$ cat src/rtl/bird_input_ctrl_if.sv
`default_nettype none
// ============================================================================
// Module      : bird_input_ctrl_if
// Description : Signal bundle between the flap/gravity controller and its
//               surroundings (button, collision flag, bird position and the
//               move/en pulses that drive bird_generate).
//               master : the controller (drives move/en/playing/over)
//               slave  : the environment (drives btn/game_over/bird_y)
// Revision    : 1.0  initial release
// ============================================================================
interface bird_input_ctrl_if;
   logic        btn;        // raw flap button, asynchronous, active-high
   logic        game_over;  // collision flag, level
   logic [11:0] bird_y;     // current bird y from bird_generate
   logic        move;       // one-cycle flap pulse
   logic        en;         // one-cycle gravity pulse
   logic        playing;    // high in PLAY
   logic        over;       // high in OVER

   modport master (
      input  btn, game_over, bird_y,
      output move, en, playing, over
   );

   modport slave (
      output btn, game_over, bird_y,
      input  move, en, playing, over
   );
endinterface
`default_nettype wire

$ cat src/rtl/bird_input_ctrl.sv
`default_nettype none
// ============================================================================
// Module      : bird_input_ctrl
// Description : Control stage in front of bird_generate. Synchronises and
//               debounces the flap button, turns accepted presses into
//               rate-limited single-cycle move pulses, produces the periodic
//               gravity en pulse and runs the IDLE/PLAY/OVER game FSM.
// Ports       : clk   - system clock
//               rstn  - asynchronous active-low reset
//               bus   - bird_input_ctrl_if.master
//                       in : btn, game_over, bird_y[11:0]
//                       out: move, en, playing, over (all registered)
// Revision    : 1.0  initial release
// ============================================================================
module bird_input_ctrl #(
   parameter int DEBOUNCE_CYC = 1_000_000,
   parameter int TICK_CYC     = 1_000_000,
   parameter int COOLDOWN_CYC = 5_000_000,
   parameter int FLAP_STEP    = 70
) (
   input  logic              clk,
   input  logic              rstn,
   bird_input_ctrl_if.master bus
);

   localparam int c_db_w   = (DEBOUNCE_CYC > 1) ? $clog2(DEBOUNCE_CYC) : 1;
   localparam int c_tick_w = (TICK_CYC     > 1) ? $clog2(TICK_CYC)     : 1;
   localparam int c_cd_w   = (COOLDOWN_CYC > 1) ? $clog2(COOLDOWN_CYC) : 1;

   localparam logic [c_db_w-1:0]   c_db_last   = c_db_w'(DEBOUNCE_CYC - 1);
   localparam logic [c_tick_w-1:0] c_tick_last = c_tick_w'(TICK_CYC - 1);
   localparam logic [c_cd_w-1:0]   c_cd_last   = c_cd_w'(COOLDOWN_CYC - 1);
   localparam logic [11:0]         c_flap_step = 12'(FLAP_STEP);

   typedef enum logic [1:0] {
      S_IDLE = 2'd0,
      S_PLAY = 2'd1,
      S_OVER = 2'd2
   } state_t;

   state_t              state_q, state_d;
   logic                btn_meta_q, btn_meta_d;
   logic                btn_s_q, btn_s_d;
   logic                btn_db_q, btn_db_d;
   logic                btn_db_prev_q, btn_db_prev_d;
   logic [c_db_w-1:0]   db_cnt_q, db_cnt_d;
   logic [c_cd_w-1:0]   cd_cnt_q, cd_cnt_d;
   logic [c_tick_w-1:0] tick_cnt_q, tick_cnt_d;
   logic                move_q, move_d;
   logic                en_q, en_d;
   logic                pend_q, pend_d;
   logic                playing_q, playing_d;
   logic                over_q, over_d;

   logic                w_press;
   logic                w_flap_ok;
   logic                w_tick_tc;

   // Press event: rising edge of the debounced level; releases are ignored.
   assign w_press   = btn_db_q & ~btn_db_prev_q;
   // A flap is only honoured outside the cooldown window and when the upward
   // step cannot wrap the bird past the top of the screen.
   assign w_flap_ok = w_press && (cd_cnt_q == '0) && (bus.bird_y >= c_flap_step);
   assign w_tick_tc = (state_q == S_PLAY) && (tick_cnt_q == c_tick_last);

   always_comb begin
      btn_meta_d    = bus.btn;
      btn_s_d       = btn_meta_q;
      btn_db_prev_d = btn_db_q;

      // Debounce: the counter only runs while the synchronised input differs
      // from the accepted level, so any bounce back restarts the window.
      btn_db_d = btn_db_q;
      db_cnt_d = '0;
      if (btn_s_q != btn_db_q) begin
         if (db_cnt_q == c_db_last) begin
            btn_db_d = btn_s_q;
         end else begin
            db_cnt_d = db_cnt_q + 1'b1;
         end
      end

      // Game FSM; game_over outranks a same-cycle press.
      state_d = state_q;
      move_d  = 1'b0;
      case (state_q)
         S_IDLE: begin
            if (w_press) begin
               state_d = S_PLAY;
               move_d  = w_flap_ok;
            end
         end
         S_PLAY: begin
            if (bus.game_over) begin
               state_d = S_OVER;
            end else begin
               move_d = w_flap_ok;
            end
         end
         S_OVER:  state_d = S_OVER;
         default: state_d = S_IDLE;
      endcase

      // Cooldown: saturating down-counter reloaded by each issued move.
      cd_cnt_d = cd_cnt_q;
      if (move_d) begin
         cd_cnt_d = c_cd_last;
      end else if (cd_cnt_q != '0) begin
         cd_cnt_d = cd_cnt_q - 1'b1;
      end

      // Gravity tick: counts only while staying in PLAY, so the first tick
      // lands TICK_CYC cycles after playing rises.
      tick_cnt_d = '0;
      if ((state_q == S_PLAY) && (state_d == S_PLAY)) begin
         tick_cnt_d = w_tick_tc ? '0 : tick_cnt_q + 1'b1;
      end

      // A tick that coincides with a move is parked in pend and released on
      // the next non-move cycle; the tick counter phase is unaffected.
      en_d   = 1'b0;
      pend_d = 1'b0;
      if (state_d == S_PLAY) begin
         if (move_d) begin
            pend_d = w_tick_tc | pend_q;
         end else begin
            en_d = w_tick_tc | pend_q;
         end
      end

      playing_d = (state_d == S_PLAY);
      over_d    = (state_d == S_OVER);
   end

   always_ff @(posedge clk or negedge rstn) begin
      if (!rstn) begin
         state_q       <= S_IDLE;
         btn_meta_q    <= 1'b0;
         btn_s_q       <= 1'b0;
         btn_db_q      <= 1'b0;
         btn_db_prev_q <= 1'b0;
         db_cnt_q      <= '0;
         cd_cnt_q      <= '0;
         tick_cnt_q    <= '0;
         move_q        <= 1'b0;
         en_q          <= 1'b0;
         pend_q        <= 1'b0;
         playing_q     <= 1'b0;
         over_q        <= 1'b0;
      end else begin
         state_q       <= state_d;
         btn_meta_q    <= btn_meta_d;
         btn_s_q       <= btn_s_d;
         btn_db_q      <= btn_db_d;
         btn_db_prev_q <= btn_db_prev_d;
         db_cnt_q      <= db_cnt_d;
         cd_cnt_q      <= cd_cnt_d;
         tick_cnt_q    <= tick_cnt_d;
         move_q        <= move_d;
         en_q          <= en_d;
         pend_q        <= pend_d;
         playing_q     <= playing_d;
         over_q        <= over_d;
      end
   end

   assign bus.move    = move_q;
   assign bus.en      = en_q;
   assign bus.playing = playing_q;
   assign bus.over    = over_q;

endmodule
`default_nettype wire
$ cat src/flat_wrapper.sv
// flat-port wrapper written by rule: the top's interface ports become plain ports
module bird_input_ctrl_flat 
#(
   parameter int DEBOUNCE_CYC = 1_000_000,
   parameter int TICK_CYC     = 1_000_000,
   parameter int COOLDOWN_CYC = 5_000_000,
   parameter int FLAP_STEP    = 70
)
  (clk, rstn, bus_btn, bus_game_over, bus_bird_y, bus_move, bus_en, bus_playing, bus_over);
  bird_input_ctrl_if bus_i ();
  input  logic clk;
  input  logic rstn;
  input wire logic [$bits(bus_i.btn)-1:0] bus_btn;
  input wire logic [$bits(bus_i.game_over)-1:0] bus_game_over;
  input wire logic [$bits(bus_i.bird_y)-1:0] bus_bird_y;
  output wire logic [$bits(bus_i.move)-1:0] bus_move;
  output wire logic [$bits(bus_i.en)-1:0] bus_en;
  output wire logic [$bits(bus_i.playing)-1:0] bus_playing;
  output wire logic [$bits(bus_i.over)-1:0] bus_over;
  assign bus_i.btn = bus_btn;
  assign bus_i.game_over = bus_game_over;
  assign bus_i.bird_y = bus_bird_y;
  assign bus_move = bus_i.move;
  assign bus_en = bus_i.en;
  assign bus_playing = bus_i.playing;
  assign bus_over = bus_i.over;
  bird_input_ctrl #(.DEBOUNCE_CYC(DEBOUNCE_CYC), .TICK_CYC(TICK_CYC), .COOLDOWN_CYC(COOLDOWN_CYC), .FLAP_STEP(FLAP_STEP)) u_core (.clk(clk), .rstn(rstn), .bus(bus_i));
endmodule
$ cat config.mk
export PLATFORM = sky130hd
export DESIGN_NAME = bird_input_ctrl_flat
export DESIGN_NICKNAME = d
export VERILOG_FILES = /design/src/rtl/bird_input_ctrl_if.sv /design/src/rtl/bird_input_ctrl.sv /design/src/flat_wrapper.sv
export SDC_FILE = /design/constraint.sdc
export NUM_CORES = 1
export LEC_CHECK = 0
export CAP_MARGIN = 20
export CORE_MARGIN = 2
export CORE_UTILIZATION = 35
export CTS_CLUSTER_DIAMETER = 100
export DETAILED_ROUTE_END_ITERATION = 16
export PLACE_DENSITY = 0.62
export SLEW_MARGIN = 0
export SYNTH_ARGS = -nofsm -noshare
export SYNTH_HDL_FRONTEND = slang
export SYNTH_SLANG_ARGS = --single-unit
$ cat constraint.sdc
create_clock -name clk -period 3 [get_ports clk]
set_input_delay 0.6 -clock clk [delete_from_list [all_inputs] [get_ports clk]]
set_output_delay 0.6 -clock clk [all_outputs]
set_load 0.01 [all_outputs]
==> results.sh <==
export IMPL_outcome="complete, no violations"
export IMPL_netlist_top_cells_area="sky130_fd_sc_hd__dfrtp_1 53%, sky130_fd_sc_hd__xor2_1 7.7%, sky130_fd_sc_hd__nor2_1 5.9%, sky130_fd_sc_hd__xnor2_1 4.7%, sky130_fd_sc_hd__nand3_1 2.7%"
export IMPL_placement_rows=36
export IMPL_timing_critical_path_slowest_cell_delay_ns=0.63
export IMPL_place_hpwl_mm=4.39
export IMPL_synth_adder_area_share=0.0143
export IMPL_dr_total_vias=2511
export IMPL_p_leak_nw=1.66
export IMPL_rsz0062_at_grt="false"
export IMPL_layout_drive_gt1_share=0.0954
export IMPL_post_place_cells=484
export IMPL_setup_worst_path_end_class="register"
export IMPL_post_synth_num_cell_types=44
export IMPL_synth_sequential_area_ratio=0.528
export IMPL_power_switching_uw=424
export IMPL_num_nets_final=382
export IMPL_cts_num_sinks=74
export IMPL_worstPathRequired_ns=3.21
export IMPL_worst_r2r_setup_slack_ns=0.60
export IMPL_finish_utilization=0.420
export IMPL_ys_top_cells_by_count="74 x sky130_fd_sc_hd__dfrtp_1, 55 x sky130_fd_sc_hd__nor2_1, 31 x sky130_fd_sc_hd__xor2_1"
export IMPL_sequentialPowerShare=0.501
export IMPL_worst_setup_path_start_kind="register"
export IMPL_worst_slew_pin_transition_ns=0.923
export IMPL_postPlaceCellArea_mm2=0.00383
export IMPL_cp_arrival_ns=2.61
export IMPL_max_freq_ghz=0.416
export IMPL_first_pass_grt_wire_length_mm=11.6
export IMPL_synth_area_mux_share=0.00892
export IMPL_synth_top_family_by_area="simple AND/OR/NAND/NOR gates"
export IMPL_critical_path_cell_chain="or3_1 -> or4_4 -> nor3_4 -> and2_1 -> a211oi_1"
export IMPL_worst_path_max_fanout=9
export IMPL_setup_tns_ns=0
export IMPL_detailed_route_vias_per_instance=5.02
export IMPL_die_height_um=104
export IMPL_ys_dominant_reg_cell="sky130_fd_sc_hd__dfrtp_1"
export IMPL_design_area_mm2=0.00408
export IMPL_cts_resized_gates=0
export IMPL_cp_slowest_cell="sky130_fd_sc_hd__or4_4"
export IMPL_final_setup_violation_count=0
export IMPL_route_detailed_drc=0
export IMPL_pwr_share_comb=0.025
export IMPL_wl_per_cell_um=13.0
export IMPL_core_area_mm2=0.00973
export IMPL_cts_buffer_depth=2
export IMPL_drt_pass1_iter_count=4
export IMPL_syn_mean_instance_area_um2=10.4
export IMPL_clock_power_share=0.474
export IMPL_fill_cells=975
export IMPL_synth_ff_latch_count=74
export IMPL_netlist_area_mm2=0.00351
export IMPL_hold_class="in2async"
export IMPL_worst_setup_skew_after_layout_ns=0.0148
export IMPL_synth_async_reset_ratio=1.00
export IMPL_power_report_internal_total_mw=1.58
export IMPL_cts_reportedPaths_clkPinSlew_ns=0.08
export IMPL_grt_util_all_layers=0.131
export IMPL_number_of_synthesized_flops_with_an_enable_pin=0
export IMPL_slew_headroom=0.385
export IMPL_synth_fp_nets=358
export IMPL_slew_violations=0
export IMPL_fin_crit_ns=2.40
export IMPL_power_share_switching=0.212
export IMPL_cts_htree_levels=3
export IMPL_dieWidth_um=104
export IMPL_worstSkewPairLatency_ns=0.35
export IMPL_drt_initial_drc_count=90
export IMPL_grt_antenna_before_repair=0
export IMPL_irDropWorstVdd_mv=0.212
export IMPL_io_pin_count=20
export IMPL_final_hold_worst_slack_ns=0.365
export IMPL_grt_remaining_overflow=0
export IMPL_hold_viol=0
export IMPL_timing_setup_critical_path_class="reg2reg"
export IMPL_synth_largest_area_cell="sky130_fd_sc_hd__dfrtp_1"
export IMPL_grt_pass1_vias=2512
export IMPL_max_cap_violation_count=0
export IMPL_largest_net_degree_at_the_start_of_global_routing=75
export IMPL_tritoncts_num_buffers=9
export IMPL_yosysWarnings=0
export IMPL_count_of_antenna_diodes_in_the_layout=0
export IMPL_dieArea_mm2=0.0108
export IMPL_tritoncts="built"
export IMPL_holdBufCountCts=0
export IMPL_count_of_port_buffers_added_during_placement=18
export IMPL_synth_xor_xnor_area_share=0.125
export IMPL_routed_wl_mm=6.48
export IMPL_pwr_density_cell_mw_per_mm2=491
export IMPL_area_sequential_mm2=0.00185
export IMPL_initial_utilization=0.360
export IMPL_synth_largest_type_area_fraction=0.528
export IMPL_globalplace_congestion=0.737
export IMPL_cts_root_buf="sky130_fd_sc_hd__clkbuf_8"
export IMPL_synth_cells=338
export IMPL_areaGrowthSynthToFinish_pct=16.5
export IMPL_finish_cell_count_without_fillers=500
export IMPL_area_occupied_by_multi_input_gates_mm2=0.00158
export IMPL_compound_gate_fraction_of_synth_area=0.0425
export IMPL_synthSimpleGateAreaFrac=0.261
export IMPL_synthMostInstantiatedCell="sky130_fd_sc_hd__dfrtp_1"
export IMPL_cts_repair_timing_setup_buffer_count=0
export IMPL_antenna_violating_nets_post_route=0
export IMPL_final_period_utilization=0.802
## metal layers
metal | GRT usage | vias up | routed length (um)
li1 | - | 1233 | -
met1 | 0.174 | 1223 | 3140
met2 | 0.202 | 45 | 2930
met3 | 0.0357 | 10 | 292
met4 | 0.0550 | 0 | 116
met5 | 0 | - | 0
## cells by family (layout without fill, tap and decap cells)
kind of cell             count (synthesis)  in the layout
AND/OR/NAND/NOR                        171            171
flip-flops                              74             74
XOR/XNOR                                50             50
AO/OA/AOI/OAI                           20             20
buffers and inverters                   16             45
adder cells (fa/ha/maj)                  4              4
multiplexers                             3              3
## final cells by class
type | instances | area share
multi-input combinational | 248 | 0.388
inverter | 7 | 0.00644
clock buffer | 9 | 0.0303
timing repair buffer | 22 | 0.0509
sequential | 74 | 0.454
clock inverter | 7 | 0.0303
tap | 133 | 0.0408
## power groups by stage
stage | registers, mW | clock network (mW) | logic (mW)
after floorplan | 1.02 | 0 | 0.0108
after global placement | 1.02 | 0 | 0.0514
after detailed placement | 1.02 | 0 | 0.0523
after CTS | 1.01 | 0.981 | 0.0523
after global routing | 1.01 | 1.03 | 0.0575
final | 1.00 | 0.951 | 0.0498
## layout by cell type, fill, tap and decap left out, types with 8 or more instances in the layout
master and count:
sky130_fd_sc_hd__and3_1 8, sky130_fd_sc_hd__clkbuf_8 9, sky130_fd_sc_hd__clkdlybuf4s50_1 17, sky130_fd_sc_hd__dfrtp_1 74
sky130_fd_sc_hd__nand2_1 21, sky130_fd_sc_hd__nand3_1 19, sky130_fd_sc_hd__nand4_1 9, sky130_fd_sc_hd__nor2_1 55
sky130_fd_sc_hd__nor3_1 8, sky130_fd_sc_hd__nor4_1 13, sky130_fd_sc_hd__xnor2_1 19, sky130_fd_sc_hd__xor2_1 31
## state kept, by name (all words and copies together), names as in the netlist
register,cells
u_core.cd_cnt_q,23
u_core.db_cnt_q,20
u_core.tick_cnt_q,20
u_core.state_q,2
u_core.btn_db_prev_d,1
u_core.btn_db_prev_q,1
u_core.btn_meta_q,1
u_core.btn_s_q,1
u_core.bus.en,1
u_core.bus.move,1
u_core.bus.over,1
u_core.bus.playing,1
u_core.pend_q,1
## worst paths after layout
path / to / startpoint / cells after the start
max in group asynchronous: u_core.db_cnt_q[19] / rstn / 1
hold / removal: u_core.db_cnt_q[12] / rstn / 1
setup / recovery: u_core.cd_cnt_q[14] / u_core.cd_cnt_q[9] / 5
setup reg to reg: u_core.cd_cnt_q[14] / u_core.cd_cnt_q[9] / 5
hold reg to reg: u_core.btn_s_q / u_core.btn_meta_q / 0
min in group clk: u_core.btn_s_q / u_core.btn_meta_q / 0
## worst max-delay path: cells and delay by family, from the launching register on
kind,cells,cell delay (ns)
compound gates,1,0.10
flops,1,0.43
simple gates,4,1.73
## stage by stage
stage,total power [mW],setup slack (ns)
3_5_place_dp,1.08,0.459
3_3_place_gp,1.08,0.484
4_1_cts,2.04,0.574
2_1_floorplan,1.04,0.694
6_report,2.01,0.595
5_1_grt,2.09,0.466
Note: power is estimated with default switching activity, not from simulation.
